### src/rtl/d5m_pattern_source.sv
`default_nettype none
// ============================================================================
//  Module   : d5m_pattern_source
//  Purpose  : Synthetic TRDB-D5M pixel-bus transmitter. Emits FVAL/LVAL
//             framed 12-bit pixel data with a per-tick strobe. It replaces
//             the camera so the capture path can be driven with known
//             frames. The test pattern is selectable; active area and
//             blanking are set by parameters.
//  Ports    : piul1Clock        system clock
//             piul1Reset_n      asynchronous active-low reset
//             piul1Enable       run frames while high (level)
//             piulPattern       0 bars, 1 diagonal ramp, 2 checker, 3 flat
//             poul1PixelStrobe  one-cycle pulse after every pixel tick
//             poul1FrameValid   FVAL
//             poul1LineValid    LVAL
//             poulPixelData     pixel value, 0 while LVAL is low
//             poul1FrameDone    one-cycle pulse when FVAL falls
//             poulFrameCount    completed frames (wraps)
//             poul1Busy         high whenever the FSM is not IDLE
//  Options  : D5M_PATTERN_BAYER_EN - pattern 0 becomes an 8-bar RGB colour
//             bar set laid out as a Bayer mosaic instead of grey bars.
//  Revision : 1.0 - initial release
// ============================================================================
module d5m_pattern_source #(
    parameter int ACTIVE_COLS   = 640,
    parameter int ACTIVE_ROWS   = 480,
    parameter int H_BLANK       = 16,
    parameter int V_BLANK_LINES = 4,
    parameter int DATA_WIDTH    = 12,
    parameter int CLK_DIV       = 2
) (
    input  logic                  piul1Clock,
    input  logic                  piul1Reset_n,
    input  logic                  piul1Enable,
    input  logic [1:0]            piulPattern,
    output logic                  poul1PixelStrobe,
    output logic                  poul1FrameValid,
    output logic                  poul1LineValid,
    output logic [DATA_WIDTH-1:0] poulPixelData,
    output logic                  poul1FrameDone,
    output logic [15:0]           poulFrameCount,
    output logic                  poul1Busy
);

    localparam int MAXV     = (1 << DATA_WIDTH) - 1;
    localparam int BAR_W    = ACTIVE_COLS / 8;
    localparam int VB_TICKS = V_BLANK_LINES * (ACTIVE_COLS + H_BLANK);
    // Counters are at least 4 bits so bit 3 exists for the checkerboard.
    localparam int CNT_W    = ($clog2(VB_TICKS + 1) > 4) ? $clog2(VB_TICKS + 1) : 4;
    localparam int ROW_W    = ($clog2(ACTIVE_ROWS) > 4) ? $clog2(ACTIVE_ROWS) : 4;
    localparam int DIV_W    = (CLK_DIV > 1) ? $clog2(CLK_DIV) : 1;

    localparam logic [DIV_W-1:0]      C_DIV_LAST = DIV_W'(CLK_DIV - 1);
    localparam logic [CNT_W-1:0]      C_HB_LAST  = CNT_W'(H_BLANK - 1);
    localparam logic [CNT_W-1:0]      C_COL_LAST = CNT_W'(ACTIVE_COLS - 1);
    localparam logic [CNT_W-1:0]      C_VB_LAST  = CNT_W'(VB_TICKS - 1);
    localparam logic [ROW_W-1:0]      C_ROW_LAST = ROW_W'(ACTIVE_ROWS - 1);
    localparam logic [DATA_WIDTH-1:0] C_MAXV     = '1;

    typedef enum logic [2:0] {
        S_IDLE        = 3'd0,
        S_FRAME_START = 3'd1,
        S_LINE_ACTIVE = 3'd2,
        S_LINE_BLANK  = 3'd3,
        S_FRAME_BLANK = 3'd4
    } state_t;

    state_t                  state_q;
    logic [DIV_W-1:0]        div_q;
    logic [CNT_W-1:0]        cnt_q;     // column in LINE_ACTIVE, tick count in blanking
    logic [ROW_W-1:0]        row_q;
    logic [1:0]              pat_q;     // pattern held for the whole frame
    logic [DATA_WIDTH-1:0]   flat_q;    // frame count captured at frame start
    logic                    strobe_q;
    logic                    fval_q;
    logic                    lval_q;
    logic [DATA_WIDTH-1:0]   data_q;
    logic                    done_q;
    logic [15:0]             count_q;
    logic                    busy_q;

    logic                    tick;
    logic [CNT_W-1:0]        pix_col_d;
    logic [ROW_W-1:0]        pix_row_d;
    logic [2:0]              bar_d;
    logic [DATA_WIDTH-1:0]   bar_val_d;
    logic [DATA_WIDTH-1:0]   pix_d;

    assign tick = (div_q == C_DIV_LAST);

    // Coordinates of the pixel that goes on the bus at the next tick, should
    // the FSM enter or stay in LINE_ACTIVE.
    always_comb begin
        pix_col_d = '0;
        pix_row_d = '0;
        case (state_q)
            S_LINE_ACTIVE: begin
                pix_col_d = cnt_q + CNT_W'(1);
                pix_row_d = row_q;
            end
            S_LINE_BLANK:  pix_row_d = row_q + ROW_W'(1);
            default:       ;
        endcase
    end

    // Bar index by comparison against constant bar boundaries, no divider.
    always_comb begin
        bar_d = 3'd0;
        for (int k = 1; k < 8; k++) begin
            if (int'(pix_col_d) >= k * BAR_W) begin
                bar_d = 3'(k);
            end
        end
    end

`ifdef D5M_PATTERN_BAYER_EN
    logic [2:0] rgb_d;
    logic       chan_on_d;

    // Bar colours as {R,G,B}: white, yellow, cyan, green, magenta, red, blue, black.
    always_comb begin
        case (bar_d)
            3'd0:    rgb_d = 3'b111;
            3'd1:    rgb_d = 3'b110;
            3'd2:    rgb_d = 3'b011;
            3'd3:    rgb_d = 3'b010;
            3'd4:    rgb_d = 3'b101;
            3'd5:    rgb_d = 3'b100;
            3'd6:    rgb_d = 3'b001;
            default: rgb_d = 3'b000;
        endcase
        // Mosaic: even/even G, even/odd R, odd/even B, odd/odd G.
        case ({pix_row_d[0], pix_col_d[0]})
            2'b01:   chan_on_d = rgb_d[2];
            2'b10:   chan_on_d = rgb_d[0];
            default: chan_on_d = rgb_d[1];
        endcase
        bar_val_d = chan_on_d ? C_MAXV : '0;
    end
`else
    always_comb begin
        case (bar_d)
            3'd0:    bar_val_d = DATA_WIDTH'((0 * MAXV) / 7);
            3'd1:    bar_val_d = DATA_WIDTH'((1 * MAXV) / 7);
            3'd2:    bar_val_d = DATA_WIDTH'((2 * MAXV) / 7);
            3'd3:    bar_val_d = DATA_WIDTH'((3 * MAXV) / 7);
            3'd4:    bar_val_d = DATA_WIDTH'((4 * MAXV) / 7);
            3'd5:    bar_val_d = DATA_WIDTH'((5 * MAXV) / 7);
            3'd6:    bar_val_d = DATA_WIDTH'((6 * MAXV) / 7);
            default: bar_val_d = DATA_WIDTH'(MAXV);
        endcase
    end
`endif

    always_comb begin
        case (pat_q)
            2'd0:    pix_d = bar_val_d;
            2'd1:    pix_d = DATA_WIDTH'(int'(pix_col_d) + int'(pix_row_d));
            2'd2:    pix_d = (pix_col_d[3] ^ pix_row_d[3]) ? C_MAXV : '0;
            default: pix_d = flat_q;
        endcase
    end

    // Bus outputs change only on tick edges; the strobe and FrameDone are
    // single-cycle pulses in the cycle that follows the tick edge.
    always_ff @(posedge piul1Clock or negedge piul1Reset_n) begin
        if (!piul1Reset_n) begin
            state_q  <= S_IDLE;
            div_q    <= '0;
            cnt_q    <= '0;
            row_q    <= '0;
            pat_q    <= '0;
            flat_q   <= '0;
            strobe_q <= 1'b0;
            fval_q   <= 1'b0;
            lval_q   <= 1'b0;
            data_q   <= '0;
            done_q   <= 1'b0;
            count_q  <= '0;
            busy_q   <= 1'b0;
        end else begin
            strobe_q <= tick;
            done_q   <= 1'b0;
            div_q    <= tick ? '0 : div_q + DIV_W'(1);
            if (tick) begin
                case (state_q)
                    S_IDLE: begin
                        if (piul1Enable) begin
                            state_q <= S_FRAME_START;
                            cnt_q   <= '0;
                            pat_q   <= piulPattern;
                            flat_q  <= DATA_WIDTH'(count_q);
                            fval_q  <= 1'b1;
                            busy_q  <= 1'b1;
                        end
                    end
                    S_FRAME_START: begin
                        if (cnt_q == C_HB_LAST) begin
                            state_q <= S_LINE_ACTIVE;
                            cnt_q   <= '0;
                            row_q   <= '0;
                            lval_q  <= 1'b1;
                            data_q  <= pix_d;
                        end else begin
                            cnt_q <= cnt_q + CNT_W'(1);
                        end
                    end
                    S_LINE_ACTIVE: begin
                        if (cnt_q == C_COL_LAST) begin
                            cnt_q  <= '0;
                            lval_q <= 1'b0;
                            data_q <= '0;
                            if (row_q == C_ROW_LAST) begin
                                state_q <= S_FRAME_BLANK;
                                fval_q  <= 1'b0;
                                done_q  <= 1'b1;
                                count_q <= count_q + 16'd1;
                            end else begin
                                state_q <= S_LINE_BLANK;
                            end
                        end else begin
                            cnt_q  <= cnt_q + CNT_W'(1);
                            data_q <= pix_d;
                        end
                    end
                    S_LINE_BLANK: begin
                        if (cnt_q == C_HB_LAST) begin
                            state_q <= S_LINE_ACTIVE;
                            cnt_q   <= '0;
                            row_q   <= row_q + ROW_W'(1);
                            lval_q  <= 1'b1;
                            data_q  <= pix_d;
                        end else begin
                            cnt_q <= cnt_q + CNT_W'(1);
                        end
                    end
                    S_FRAME_BLANK: begin
                        if (cnt_q == C_VB_LAST) begin
                            cnt_q <= '0;
                            row_q <= '0;
                            if (piul1Enable) begin
                                state_q <= S_FRAME_START;
                                pat_q   <= piulPattern;
                                flat_q  <= DATA_WIDTH'(count_q);
                                fval_q  <= 1'b1;
                            end else begin
                                state_q <= S_IDLE;
                                busy_q  <= 1'b0;
                            end
                        end else begin
                            cnt_q <= cnt_q + CNT_W'(1);
                        end
                    end
                    default: begin
                        state_q <= S_IDLE;
                        cnt_q   <= '0;
                        fval_q  <= 1'b0;
                        lval_q  <= 1'b0;
                        data_q  <= '0;
                        busy_q  <= 1'b0;
                    end
                endcase
            end
        end
    end

    assign poul1PixelStrobe = strobe_q;
    assign poul1FrameValid  = fval_q;
    assign poul1LineValid   = lval_q;
    assign poulPixelData    = data_q;
    assign poul1FrameDone   = done_q;
    assign poulFrameCount   = count_q;
    assign poul1Busy        = busy_q;

endmodule
`default_nettype wire

### config.mk
export PLATFORM = sky130hd
export DESIGN_NAME = d5m_pattern_source
export DESIGN_NICKNAME = d
export VERILOG_FILES = /design/src/rtl/d5m_pattern_source.sv
export SDC_FILE = /design/constraint.sdc
export NUM_CORES = 1
export LEC_CHECK = 0
export CORE_ASPECT_RATIO = 0.8
export CORE_UTILIZATION = 40
export DETAILED_ROUTE_END_ITERATION = 8
export DONT_BUFFER_PORTS = 1
export PLACE_DENSITY = 0.54
export SLEW_MARGIN = 10
export SYNTH_ARGS = -nofsm -noshare
export SYNTH_HDL_FRONTEND = slang
export SYNTH_SLANG_ARGS = --single-unit
### constraint.sdc
create_clock -name piul1Clock -period 3.58 [get_ports piul1Clock]
set_input_delay 0.358 -clock piul1Clock [delete_from_list [all_inputs] [get_ports piul1Clock]]
set_output_delay 0.358 -clock piul1Clock [all_outputs]
set_load 0.02 [all_outputs]
Word level (Yosys, flattened, before mapping)
Index checks and enable logic that the tools add are counted.
{"block": "classes", "shifts": 0, "n_addsub": 5, "div_mod_pow": 0, "eq_ne": 24, "bitwise_logic": 4, "reduce_logical": 17, "muxes": 54, "mul": 0, "magnitude_cmp": 7}
{"operator": "$mux W12", "count": 10}
{"operator": "$pmux W12 S7", "count": 1}
{"operator": "$pmux W12 S3", "count": 2}
{"operator": "$pmux W12 S4", "count": 1}
{"operator": "$ge A12 B9 Y1 const B", "count": 3}
{"operator": "$mux W3", "count": 11}
{"operator": "$mux W9", "count": 3}
{"operator": "$pmux W9 S3", "count": 1}
{"operator": "$ge A12 B8 Y1 const B", "count": 2}
{"operator": "$pmux W12 S2", "count": 1}
{"operator": "$reduce_and A5 Y1", "count": 4}
{"operator": "$pmux W9 S2", "count": 1}
{"operator": "$add A16 B1 Y16 const B", "count": 1}
{"operator": "$mux W1", "count": 16}
{"operator": "$ne A2 B2 Y1 const B", "count": 7}
{"operator": "$add A12 B1 Y12 const B", "count": 1}
{"operator": "$add A12 B9 Y12", "count": 1}
{"operator": "$eq A12 B10 Y1 const B", "count": 1}
{"operator": "$eq A12 B12 Y1 const B", "count": 1}
{"operator": "$eq A12 B4 Y1 const B", "count": 1}
{"operator": "$eq A3 B2 Y1 const B", "count": 4}
{"operator": "$eq A3 B3 Y1 const B", "count": 4}
{"operator": "$ge A12 B10 Y1 const B", "count": 1}
{"operator": "$ge A12 B7 Y1 const B", "count": 1}
{"operator": "23 further kinds", "count": 32}
{"block": "word_totals", "ff_bits": 72, "wordCells": 124, "ram_bits": 0, "mem_bits_ro": 0, "mem_count": 0, "in_bits": 5, "output_inout_bits": 33, "latch_bits": 0}

Logic depth before layout (Yosys ltp)
Gate-level depths: netlist of the first run.
{"block": "depth", "word_depth": 15, "ltp_mapped": 16, "mapped_depth_nobuf": 15}

Worst setup path after synthesis of the first run
OpenSTA, ideal clock, no wires.
{"block": "synth_path", "kind": "register to register", "from": "reg state_q[0]", "to": "reg data_q[11], in the netlist poulPixelData[11]", "stages_incl_launch_ff": 14, "slack_ns": 0.462, "n_path_buf": 1, "arrival_ns": 2.988, "cell_sequence": "dfrtp_1 -> clkbuf_1 -> nor2_1 -> a22oi_1 -> inv_1 -> ha_1 -> a211oi_1 -> o21bai_1 -> a2111oi_2 -> o32ai_2 -> o41ai_2 -> nor3_1 -> xnor2_1 -> o21ai_0"}
{"block": "synth_via", "elab_chain_len": 15, "word_cells_on_any_way": 41}
{"element": "start: declaration", "line": "68", "text": "state_t state_q;"}
{"element": "start signal: assignment", "line": "168", "text": "state_q <= S_IDLE;"}
{"element": "start signal: assignment", "line": "189", "text": "state_q <= S_FRAME_START;"}
{"element": "start signal: assignment", "line": "199", "text": "state_q <= S_LINE_ACTIVE;"}
{"element": "$eq A3 B2 Y1", "line": "96, 186"}
{"element": "$mux W12", "line": "96", "text": "case (state_q)"}
{"element": "$ge A12 B7 Y1", "line": "110", "text": "if (int'(pix_col_d) >= k * BAR_W) begin"}
{"element": "$mux W1", "line": "110"}
{"element": "$mux W3 (6 in a row)", "line": "110"}
{"element": "$eq A3 B3 Y1, or another cell as far along", "line": "142", "text": "case (bar_d)"}
{"element": "$pmux W12 S7", "line": "142"}
{"element": "$pmux W12 S3", "line": "156", "text": "case (pat_q)"}
{"element": "$mux W12, on equally long branches", "line": "198, 227, 209"}
{"element": "$pmux W12 S3", "line": "186", "text": "case (state_q)"}
{"element": "end signal: assignment", "line": "203", "text": "data_q <= pix_d;"}
{"element": "end signal: assignment", "line": "223", "text": "data_q <= pix_d;"}
{"element": "end signal: assignment", "line": "232", "text": "data_q <= pix_d;"}
{"element": "end: declaration", "line": "77", "text": "logic [DATA_WIDTH-1:0] data_q;"}
Several ways; a longest one is shown, not always the timed one. The select of a mux whose other input is x is not followed.
A chain may end at the register's enable or synchronous reset.

Worst setup path after layout of the first run
{"block": "layout_path", "from": "reg state_q[2]", "to": "reg data_q[10], in the netlist poulPixelData[10]"}
The elaborated chain is that of the path after synthesis.

==> results by group, run 1 <==
Status
  • Outcome: complete, no violations

Yosys
  • Post-Syn Area: 0.00466 sq mm
  • Mean Syn Cell Area: 8.85 sq um
  • Top_reg_cell synth: dfrtp_1
  • Netlist cell types: 63
  • EDFF count, synth: 0
  • Synthesized flop and latch total: 72
  • Post-Syn Instances: 527
  • Seq/Total Area, Yosys: 0.386
  • Synth Net Count: 544
  • Asr flop ratio synth: 1.00
  • Synthesis warning total: 0

GRT
  • Vias in the first global route: 3,619
  • GRT Total Usage: 0.212
  • Grt ovf: 0
  • First-pass GRT wire length: 19,700 um
  • Largest net degree at the start of global routing: 73
  • Initial antenna violation count: 0

Timing
  • Setup Viol. Count Final: 0
  • Clock Skew: 0.00950 ns
  • RSZ-0062 raised after global routing: false
  • Final hold violations: 0
  • WHS: 0.176 ns
  • Fin crit period: 3.27 ns
  • Max-slew violations: 0
  • Worst-margin pin slew: 0.915 ns
  • Final worst-path setup slack: 0.313 ns
  • Period utilisation layout: 0.913
  • Setup TNS: 0 ns
  • Max_slew headroom: 0.388
  • Max frequency: 306 MHz

CTS
  • Max clock buf depth: 2
  • CTS Sinks: 72
  • Clock slew seen by the registers of the worst setup and hold paths: 0.06 ns
  • Worst-Skew Late Latency: 0.34 ns
  • H-tree Lvls: 3
  • CTS buffer count: 9
  • Clk root buf: clkbuf_16
  • TritonCTS clock tree: built
  • Post-CTS setup repair buffer count: 0

Critical path
  • WP depth: 16
  • R2r setup slk: 0.31 ns
  • R2R Path End: poulPixelData[10]$_DFFE_PN0P_
  • Most frequent CP cell: o21ai_0
  • Worst setup endpoint: poulPixelData[10]$_DFFE_PN0P_
  • Reg-to-Reg Start: state_q[2]$_DFFE_PN0P_
  • Crit-path max FO: 9
  • Crit path from: state_q[2]$_DFFE_PN0P_
  • Setup CP Type: reg -> reg
  • Critical path's slowest cell: fa_1
  • CP cell instances: nand2b_2 -> nor2_1 -> buf_4 -> nand2_1 -> o21ai_0 -> ha_1 -> inv_1 -> fa_1 -> nor2b_1 -> o21ai_0 -> nand2b_1 -> a221oi_1 -> o31a_1 -> o21ai_0 -> xor2_1 -> o211ai_1
  • CP bufs+invs: 2
  • Crit end category: register
  • Crit path DAT: 3.47 ns
  • Req. time, crit path: 3.79 ns
  • R2R cell count: 16
  • Crit-path leading delay family: compound AO/OA/AOI/OAI gates
  • CP peak stage delay: 0.40 ns
  • CP startpoint kind: register

Die
  • Die W: 123 um
  • Io pins: 38
  • CORE AREA: 0.0111 sq mm
  • Die extent in y: 98.6 um
  • Site Rows: 34
  • Starting Density: 0.420
  • Die area: 0.0121 sq mm

Finish
  • Post-Route Utilization: 0.463
  • Layout cell share with drive strength beyond 1: 0.124
  • Nets: 537
  • Ant. Diodes: 0
  • Layout Cells excl Fill: 669
  • Post-route cell area: 0.00514 sq mm
  • Area added between synthesis and finish: 10.2%
  • Fill cells: 1,093

Drt
  • Vias: 3,920
  • WL final: 12,000 um
  • Initial DRC Count: 306
  • Drt pass-1 iters: 5
  • Antenna Nets Post-Route: 0
  • DRC errors left: 0
  • Wire length per cell: 18.0 um
  • Via density: 5.86

Power
  • Worst VDD drop: 0.173 mV
  • PD cells: 346 mW/mm^2
  • Design Power: 1.78 mW
  • Leakage: 2.24 nW

Placement
  • Hpwl dp: 8780 um
  • Placer Congestion: 0.942
  • Post-Place Cells: 651
  • Cell Area, Placed: 0.00478 sq mm
  • Place WS: 0.287 ns
  • Port bufs: 0

Run
  • Max-Cap Viols: 0

Min path
  • Worst min path class: in -> reg
Yosys cell counts (4+ instances only):
library cell | count | share of area
nor4_1 | 6 | 0.0080
nand4_1 | 6 | 0.0080
inv_1 | 14 | 0.011
xnor2_1 | 21 | 0.039
nor2_1 | 49 | 0.039
ha_1 | 11 | 0.030
a311oi_1 | 4 | 0.0075
and3_1 | 15 | 0.020
o211ai_1 | 7 | 0.011
o2111ai_1 | 4 | 0.0075
dfrtp_1 | 72 | 0.39
o21ai_0 | 66 | 0.071
a31oi_1 | 6 | 0.0080
clkbuf_1 | 13 | 0.010
nand2b_1 | 11 | 0.015
buf_4 | 6 | 0.0097
mux2_2 | 16 | 0.039
xor2_1 | 16 | 0.030
nor3_1 | 10 | 0.011
and2_1 | 5 | 0.0067
nand2_1 | 48 | 0.039
nand3_1 | 19 | 0.020
buf_2 | 15 | 0.016
a21oi_1 | 18 | 0.019
a21o_1 | 5 | 0.0080
o31ai_1 | 9 | 0.014
where the power goes:
group | internal (mW) | switching, mW | leakage [nW]
combinational | 0.00399 | 0.0166 | 1.11
sequential | 0.814 | 0 | 0.972
clock | 0.583 | 0.361 | 0.152
total | 1.40 | 0.378 | 2.24
registers in the layout, summed over array words and instances (netlist names):
signal and flops:
poul1FrameValid 1, poul1Busy 1, poul1FrameDone 1, cnt_q 12
poul1PixelStrobe 1, pat_q 2, poul1LineValid 1, state_q 3
flat_q 12, poulPixelData 12, row_q 9, div_q 1
poulFrameCount 16
kinds of logic after synthesis:
group | count (synthesis) | share of synthesized area
mux | 16 | 0.0386
simple gates | 191 | 0.209
buf+inv | 48 | 0.0475
compound gates | 150 | 0.212
xor+xnor | 38 | 0.0730
flops | 72 | 0.386
fa+ha+maj | 12 | 0.0338
layout by cell type (no fill, tap or decap), drive strengths merged, types with 5 or more instances in the layout:
cell,netlist,final
nor4,7,7
and3,15,15
xnor2,22,22
buf,21,15
clkbuf,13,11
ha,11,11
a21o,5,5
dfrtp,72,72
nor2,50,50
o21ai,69,69
nand2,48,48
and2,5,5
o31ai,9,9
nand3,19,19
mux2,16,16
o211ai,8,8
a31oi,6,6
a21oi,19,19
inv,14,15
nor3,10,10
xor2,16,16
nand2b,11,11
nand4,7,7
what timing repair did:
item | in CTS | in global routing
resized for setup | 0 | 3
endpoints found under the setup margin | 0 | 2
hold buffers | 2 | 0
endpoints found under the hold margin | 72 | 0
layout make-up:
cell class	instances	area [sq um]	area share
clock inverters	5	63.8	0.0124
well taps	144	180	0.0350
repair buffers	16	143	0.0277
inverters	14	52.6	0.0102
multi-input cells	407	2650	0.515
flip-flops and latches	72	1800	0.351
clock buffers	11	253	0.0492
worst register-to-register path, cell delays in order (launching register included):
cell and delay (ns):
dfrtp_1 0.39, nand2b_2 0.26, nor2_1 0.15, buf_4 0.18
nand2_1 0.06, o21ai_0 0.13, ha_1 0.26, inv_1 0.06
fa_1 0.40, nor2b_1 0.12, o21ai_0 0.08, nand2b_1 0.11
a221oi_1 0.12, o31a_1 0.32, o21ai_0 0.24, xor2_1 0.17
o211ai_1 0.09
worst min path at each step:
stage | from | end | slack, ns | cells after the start
after floorplan | piul1Reset_n | cnt_q[0]$_DFFE_PN0P_ | 0.06 | 0
after global placement | piul1Reset_n | cnt_q[9]$_DFFE_PN0P_ | 0.06 | 0
after detailed placement | piul1Reset_n | cnt_q[9]$_DFFE_PN0P_ | 0.06 | 0
after CTS | piulPattern[1] | pat_q[1]$_DFFE_PN0P_ | 0.16 | 1
after global routing | piulPattern[1] | pat_q[1]$_DFFE_PN0P_ | 0.16 | 1
final | piulPattern[1] | pat_q[1]$_DFFE_PN0P_ | 0.18 | 1
per-layer routing:
layer  up-vias  global-route usage  share of wire
li1       1902                   -              -
met1      1886               0.328           0.52
met2       122               0.289           0.42
met3        10              0.0480          0.052
met4         0              0.0591         0.0091
met5         -                   0              0
Power figures use the tool's default switching activity.
==> inputs of run 2 (changes only) <==
- PLACE_DENSITY: 0.54 -> 0.56
- clock period: 3.58 -> 2.95 ns (I/O delays scaled with it)
==> run 2 against run 1 <==
Net effect: sequential share of layout area fell by 2.9 points; via count rose by 5.1%; non-clock buffer count is 50 higher; clock power increased by 10%; clock skew barely moved; count of clock-buffer cells in the layout is 2 lower; flip-flop and latch count unchanged; register-to-register slack worse by 0.31 ns; largest cell class unchanged; largest power group unchanged.
==> results by group, run 2 (synthesis gave the netlist of run 1 again) <==
Power
  • Sw Ratio: 0.235
  • Flop pwr share: 0.482
  • PD cells: 365 mW/mm^2
  • Internal: 1.57 mW
  • Combinational share of power: 0.012
  • Switching power: 481 uW
  • Worst VDD drop: 0.254 mV
  • Leakage: 2.48 nW
  • Clk pwr share: 0.506
  • Design Power: 2.05 mW

Timing
  • Max-slew violations: 0
  • Setup TNS: 0 ns
  • Fin crit period: 2.94 ns
  • Setup Viol. Count Final: 0
  • Max frequency: 340 MHz
  • Final hold violations: 0
  • RSZ-0062 raised after global routing: true
  • Period utilisation layout: 0.997
  • Worst-margin pin slew: 0.631 ns
  • Max_slew headroom: 0.575
  • Clock Skew: 0.00988 ns

Drt
  • WL final: 12,800 um
  • Wire length per cell: 17.8 um
  • DRC errors left: 0
  • Initial DRC Count: 269
  • Via density: 5.73
  • Drt pass-1 iters: 4
  • Vias: 4,121
  • Antenna Nets Post-Route: 0

Finish
  • Nets: 587
  • Ant. Diodes: 0
  • Commonest non-fill, non-tap cells in the layout: dfrtp_1 (72), buf_4 (63), o21ai_0 (61)
  • Area added between synthesis and finish: 20.2%
  • Layout Cells excl Fill: 719
  • Post-Route Utilization: 0.505
  • Layout cell share with drive strength beyond 1: 0.233
  • Max FFs per register: 16
  • Fill cells: 1,016
  • Post-route cell area: 0.00561 sq mm
  • Most common cell after layout, fill and taps aside: dfrtp_1

GRT
  • Largest net degree at the start of global routing: 73
  • Grt ovf: 0
  • First-pass GRT wire length: 21,000 um
  • Vias in the first global route: 3,985
  • GRT Total Usage: 0.224
  • Initial antenna violation count: 0

CTS
  • Clock slew seen by the registers of the worst setup and hold paths: 0.07 ns
  • TritonCTS clock tree: built
  • CTS buffer count: 9
  • H-tree Lvls: 3
  • Clk root buf: clkbuf_16
  • Max clock buf depth: 2
  • Worst-Skew Late Latency: 0.34 ns
  • CTS Sinks: 72

Critical path
  • Critical path's slowest cell: dfrtp_1
  • CP cell instances: ha_1 -> and3_4 -> and3_1 -> nand2_1 -> xor2_1 -> nor2_1 -> ha_1 -> inv_1 -> a211o_1 -> o32ai_2 -> buf_4 -> buf_4 -> nor2_1 -> xor2_1 -> o211ai_1
  • CP startpoint kind: register
  • CP peak stage delay: 0.39 ns
  • Crit end category: register
  • Req. time, crit path: 3.16 ns
  • Crit path DAT: 3.15 ns
  • Setup CP Type: reg -> reg
  • Crit-path max FO: 4

Run
  • Max-Cap Viols: 0

Min path
  • Worst min path class: in -> reg

Die
  • CORE AREA: 0.0111 sq mm
  • Io pins: 38
  • Die W: 123 um
  • Site Rows: 34
  • Die area: 0.0121 sq mm
  • Die extent in y: 98.6 um
  • Starting Density: 0.420

Placement
  • Port bufs: 0
  • Post-Place Cells: 691
  • Hpwl dp: 9230 um
  • Placer Congestion: 0.865
  • Cell Area, Placed: 0.00510 sq mm

Status
  • Outcome: complete, no violations
[run 2: final timing paths]
kind	start	to	slack, ns	cells past startpoint
min in group asynchronous	piul1Reset_n	cnt_q[5]$_DFFE_PN0P_	0.47	2
hold reg to reg	flat_q[8]$_DFFE_PN0P_	flat_q[8]$_DFFE_PN0P_	0.50	1
setup / recovery	row_q[0]$_DFFE_PN0P_	poulPixelData[7]$_DFFE_PN0P_	0.007	15
hold / removal	piulPattern[1]	pat_q[1]$_DFFE_PN0P_	0.11	1
max in group asynchronous	piul1Reset_n	poul1LineValid$_DFFE_PN0P_	2.12	2
setup reg to reg	row_q[0]$_DFFE_PN0P_	poulPixelData[7]$_DFFE_PN0P_	0.007	15
[run 2: metrics by stage]
step	hold WS, ns	setup WS, ns
after floorplan	-0.000591	0.0393
after global placement	0.00251	-0.0331
after detailed placement	0.00229	-0.0803
after CTS	0.0966	0.00139
after global routing	0.0955	-0.141
final	0.107	0.00741
[run 2: metal layers]
layer | vias to the layer above | routed length [um] | global-route usage
li1 | 1991 | - | -
met1 | 2015 | 6590 | 0.340
met2 | 96 | 5390 | 0.315
met3 | 19 | 564 | 0.0440
met4 | 0 | 239 | 0.0675
met5 | - | 0 | 0
[run 2: repair_timing]
action / in CTS / in global routing
endpoints found under the hold margin: 72 / 0
endpoints found under the setup margin: 2 / 6
gates resized for setup: 3 / 23
buffers inserted: 5 / 5
hold buffers: 2 / 0
pin swaps: 7 / 12
[run 2: critical path: cells and delay by family (launching register included)]
kind                       cells  cell delay (ns)
AOI/OAI and AO/OA              3             0.55
and+or+nand+nor                5             0.64
xor gates and xnor gates       2             0.35
adders and majority gates      2             0.55
DFF                            1             0.39
buffers and inverters          3             0.34
[run 2: final cells by class]
class / count / area, sq um / area share
timing repair buffer: 66 / 522 / 0.0930
sequential: 72 / 1800 / 0.321
clock inverter: 7 / 55.1 / 0.00982
clock buffer: 9 / 225 / 0.0402
inverter: 14 / 52.6 / 0.00937
tap: 144 / 180 / 0.0321
multi-input combinational: 407 / 2770 / 0.494
[run 2: power by group through the flow]
stage,clock network [mW],registers (mW),logic [mW]
6_report,1.04,0.987,0.0245
5_1_grt,1.11,0.987,0.0295
3_5_place_dp,0,1.01,0.000301
3_3_place_gp,0,1.01,0.000333
2_1_floorplan,0,1.01,0.000294
4_1_cts,1.06,0.987,0.0262
==> inputs of run 3 (changes only) <==
- CTS_BUF_LIST: not set -> sky130_fd_sc_hd__clkbuf_4 sky130_fd_sc_hd__clkbuf_8
==> run 3 against run 2 <==
Net effect: final cell count is 0.14% higher; first-iteration DRC count decreased by 1.1%; sequential share of layout area rose by 0.14 points; power decreased by 14%; critical endpoint is now poulPixelData[9]$_DFFE_PN0P_; cell area fell by 0.45%; count of clock-buffer cells in the layout did not move; register-to-register slack better by 0.04 ns; non-clock buffer count up 1; highest routed layer unchanged; clock skew is 0.0061 ns higher.
==> results by group, run 3 (synthesis gave the netlist of run 1 again) <==
Critical path
  • Reg-to-Reg Start: row_q[0]$_DFFE_PN0P_
  • R2r setup slk: 0.05 ns
  • Req. time, crit path: 3.21 ns
  • Setup CP Type: reg -> reg
  • Crit end category: register
  • CP startpoint kind: register
  • Crit path from: row_q[0]$_DFFE_PN0P_
  • R2R cell count: 12
  • Crit path DAT: 3.16 ns
  • Crit-path max FO: 2
  • R2R Path End: poulPixelData[9]$_DFFE_PN0P_

Finish
  • Most common cell after layout, fill and taps aside: dfrtp_1
  • Commonest non-fill, non-tap cells in the layout: dfrtp_1 (72), buf_4 (64), o21ai_0 (61)
  • Ant. Diodes: 0
  • Nets: 588
  • Max FFs per register: 16
  • Fill cells: 1,031
  • Layout cell share with drive strength beyond 1: 0.250
  • Post-Route Utilization: 0.503
  • Area added between synthesis and finish: 19.7%

Placement
  • Placer Congestion: 0.865
  • Port bufs: 0
  • Hpwl dp: 9230 um

Min path
  • HP Start: piulPattern[0]
  • Hold Crit Depth: 1
  • Worst Hold Endpoint: pat_q[0]$_DFFE_PN0P_
  • Worst min path class: in -> reg

CTS
  • CTS buffer count: 9
  • Max clock buf depth: 2
  • Clk root buf: clkbuf_8
  • CTS Sinks: 72
  • TritonCTS clock tree: built
  • H-tree Lvls: 3
  • Clock slew seen by the registers of the worst setup and hold paths: 0.09 ns
  • Worst-Skew Late Latency: 0.37 ns

Die
  • Io pins: 38
  • Die W: 123 um
  • CORE AREA: 0.0111 sq mm
  • Die extent in y: 98.6 um
  • Starting Density: 0.420
  • Die area: 0.0121 sq mm
  • Site Rows: 34

Drt
  • Vias: 4,091
  • WL final: 12,700 um
  • M1 WL: 6590 um
  • DRC errors left: 0
  • Met3 WL post-DR: 604 um
  • Antenna Nets Post-Route: 0
  • Drt pass-1 iters: 5
  • Wire length per cell: 17.7 um
  • Initial DRC Count: 266
  • Via density: 5.68
  • Highest routed layer: met4
  • Metal2 WL: 5350 um

Timing
  • Max frequency: 344 MHz
  • Setup TNS: 0 ns
  • Worst-margin pin slew: 0.635 ns
  • Setup Viol. Count Final: 0
  • Max-slew violations: 0
  • Period utilisation layout: 0.985
  • Max_slew headroom: 0.572
  • Final hold violations: 0
  • RSZ-0062 raised after global routing: true
  • Fin crit period: 2.90 ns
  • WHS: 0.0765 ns
  • Clock Skew: 0.0160 ns

GRT
  • Vias in the first global route: 3,979
  • First-pass GRT wire length: 20,900 um
  • Largest net degree at the start of global routing: 73
  • GRT Total Usage: 0.222
  • Grt ovf: 0
  • Initial antenna violation count: 0

Status
  • Outcome: complete, no violations

Power
  • PD cells: 314 mW/mm^2
  • Worst VDD drop: 0.187 mV
  • Leakage: 2.45 nW

Run
  • Max-Cap Viols: 0
-- run 3: how the worst max path moves through the flow --
stage,end,slack (ns),depth (start not counted)
4_1_cts,poulPixelData[9]$_DFFE_PN0P_,0.009,12
6_report,poulPixelData[9]$_DFFE_PN0P_,0.05,12
3_3_place_gp,poulPixelData[9]$_DFFE_PN0P_,-0.03,12
5_1_grt,poulPixelData[9]$_DFFE_PN0P_,-0.06,14
2_1_floorplan,poulPixelData[11]$_DFFE_PN0P_,0.04,14
3_5_place_dp,poulPixelData[9]$_DFFE_PN0P_,-0.08,12
-- run 3: worst max-delay path: stages (launching register included) --
cell and delay, ns:
dfrtp_1 0.40, ha_2 0.30, a22oi_2 0.20, inv_2 0.07, ha_4 0.23, a211oi_4 0.25
o21bai_2 0.13, a2111oi_4 0.36, o32ai_4 0.16, o41ai_4 0.36, buf_4 0.18, xnor2_2 0.10
o21ai_1 0.07
-- run 3: metrics by stage --
step	power [mW]	setup WS [ns]	cell area (sq um)	instances
after global routing	1.82	-0.0595	5580	720
final	1.75	0.0455	5580	720
after global placement	1.01	-0.0331	5100	691
after CTS	1.78	0.00890	5370	714
after detailed placement	1.01	-0.0803	5100	691
after floorplan	1.01	0.0393	4690	527
-- run 3: cell type report --
| cell class | count | area, sq um | share of cell area |
|---|---|---|---|
| inverter | 14 | 52.6 | 0.00941 |
| clock buffer | 9 | 124 | 0.0222 |
| timing repair buffer | 67 | 529 | 0.0948 |
| multi-input combinational | 407 | 2840 | 0.509 |
| tap | 144 | 180 | 0.0323 |
| clock inverter | 7 | 55.1 | 0.00986 |
| sequential | 72 | 1800 | 0.323 |
-- run 3: routing by layer --
metal,track usage,vias up
met1,0.336,1982
met4,0.0619,0
met5,0,-
met2,0.315,100
met3,0.0457,16
li1,-,1993
-- run 3: report_power, final --
group	switching [mW]	internal (mW)
Clock	0.431	0.312
Sequential	0	0.986
Combinational	0.0196	0.00484
Total	0.451	1.30
-- run 3: what timing repair did --
action | CTS | global route
endpoints found under the setup margin | 2 | 6
hold buffers | 2 | 0
endpoints found under the hold margin | 72 | 0
buffers inserted | 5 | 6
resized for setup | 4 | 35
pin swaps | 7 | 14
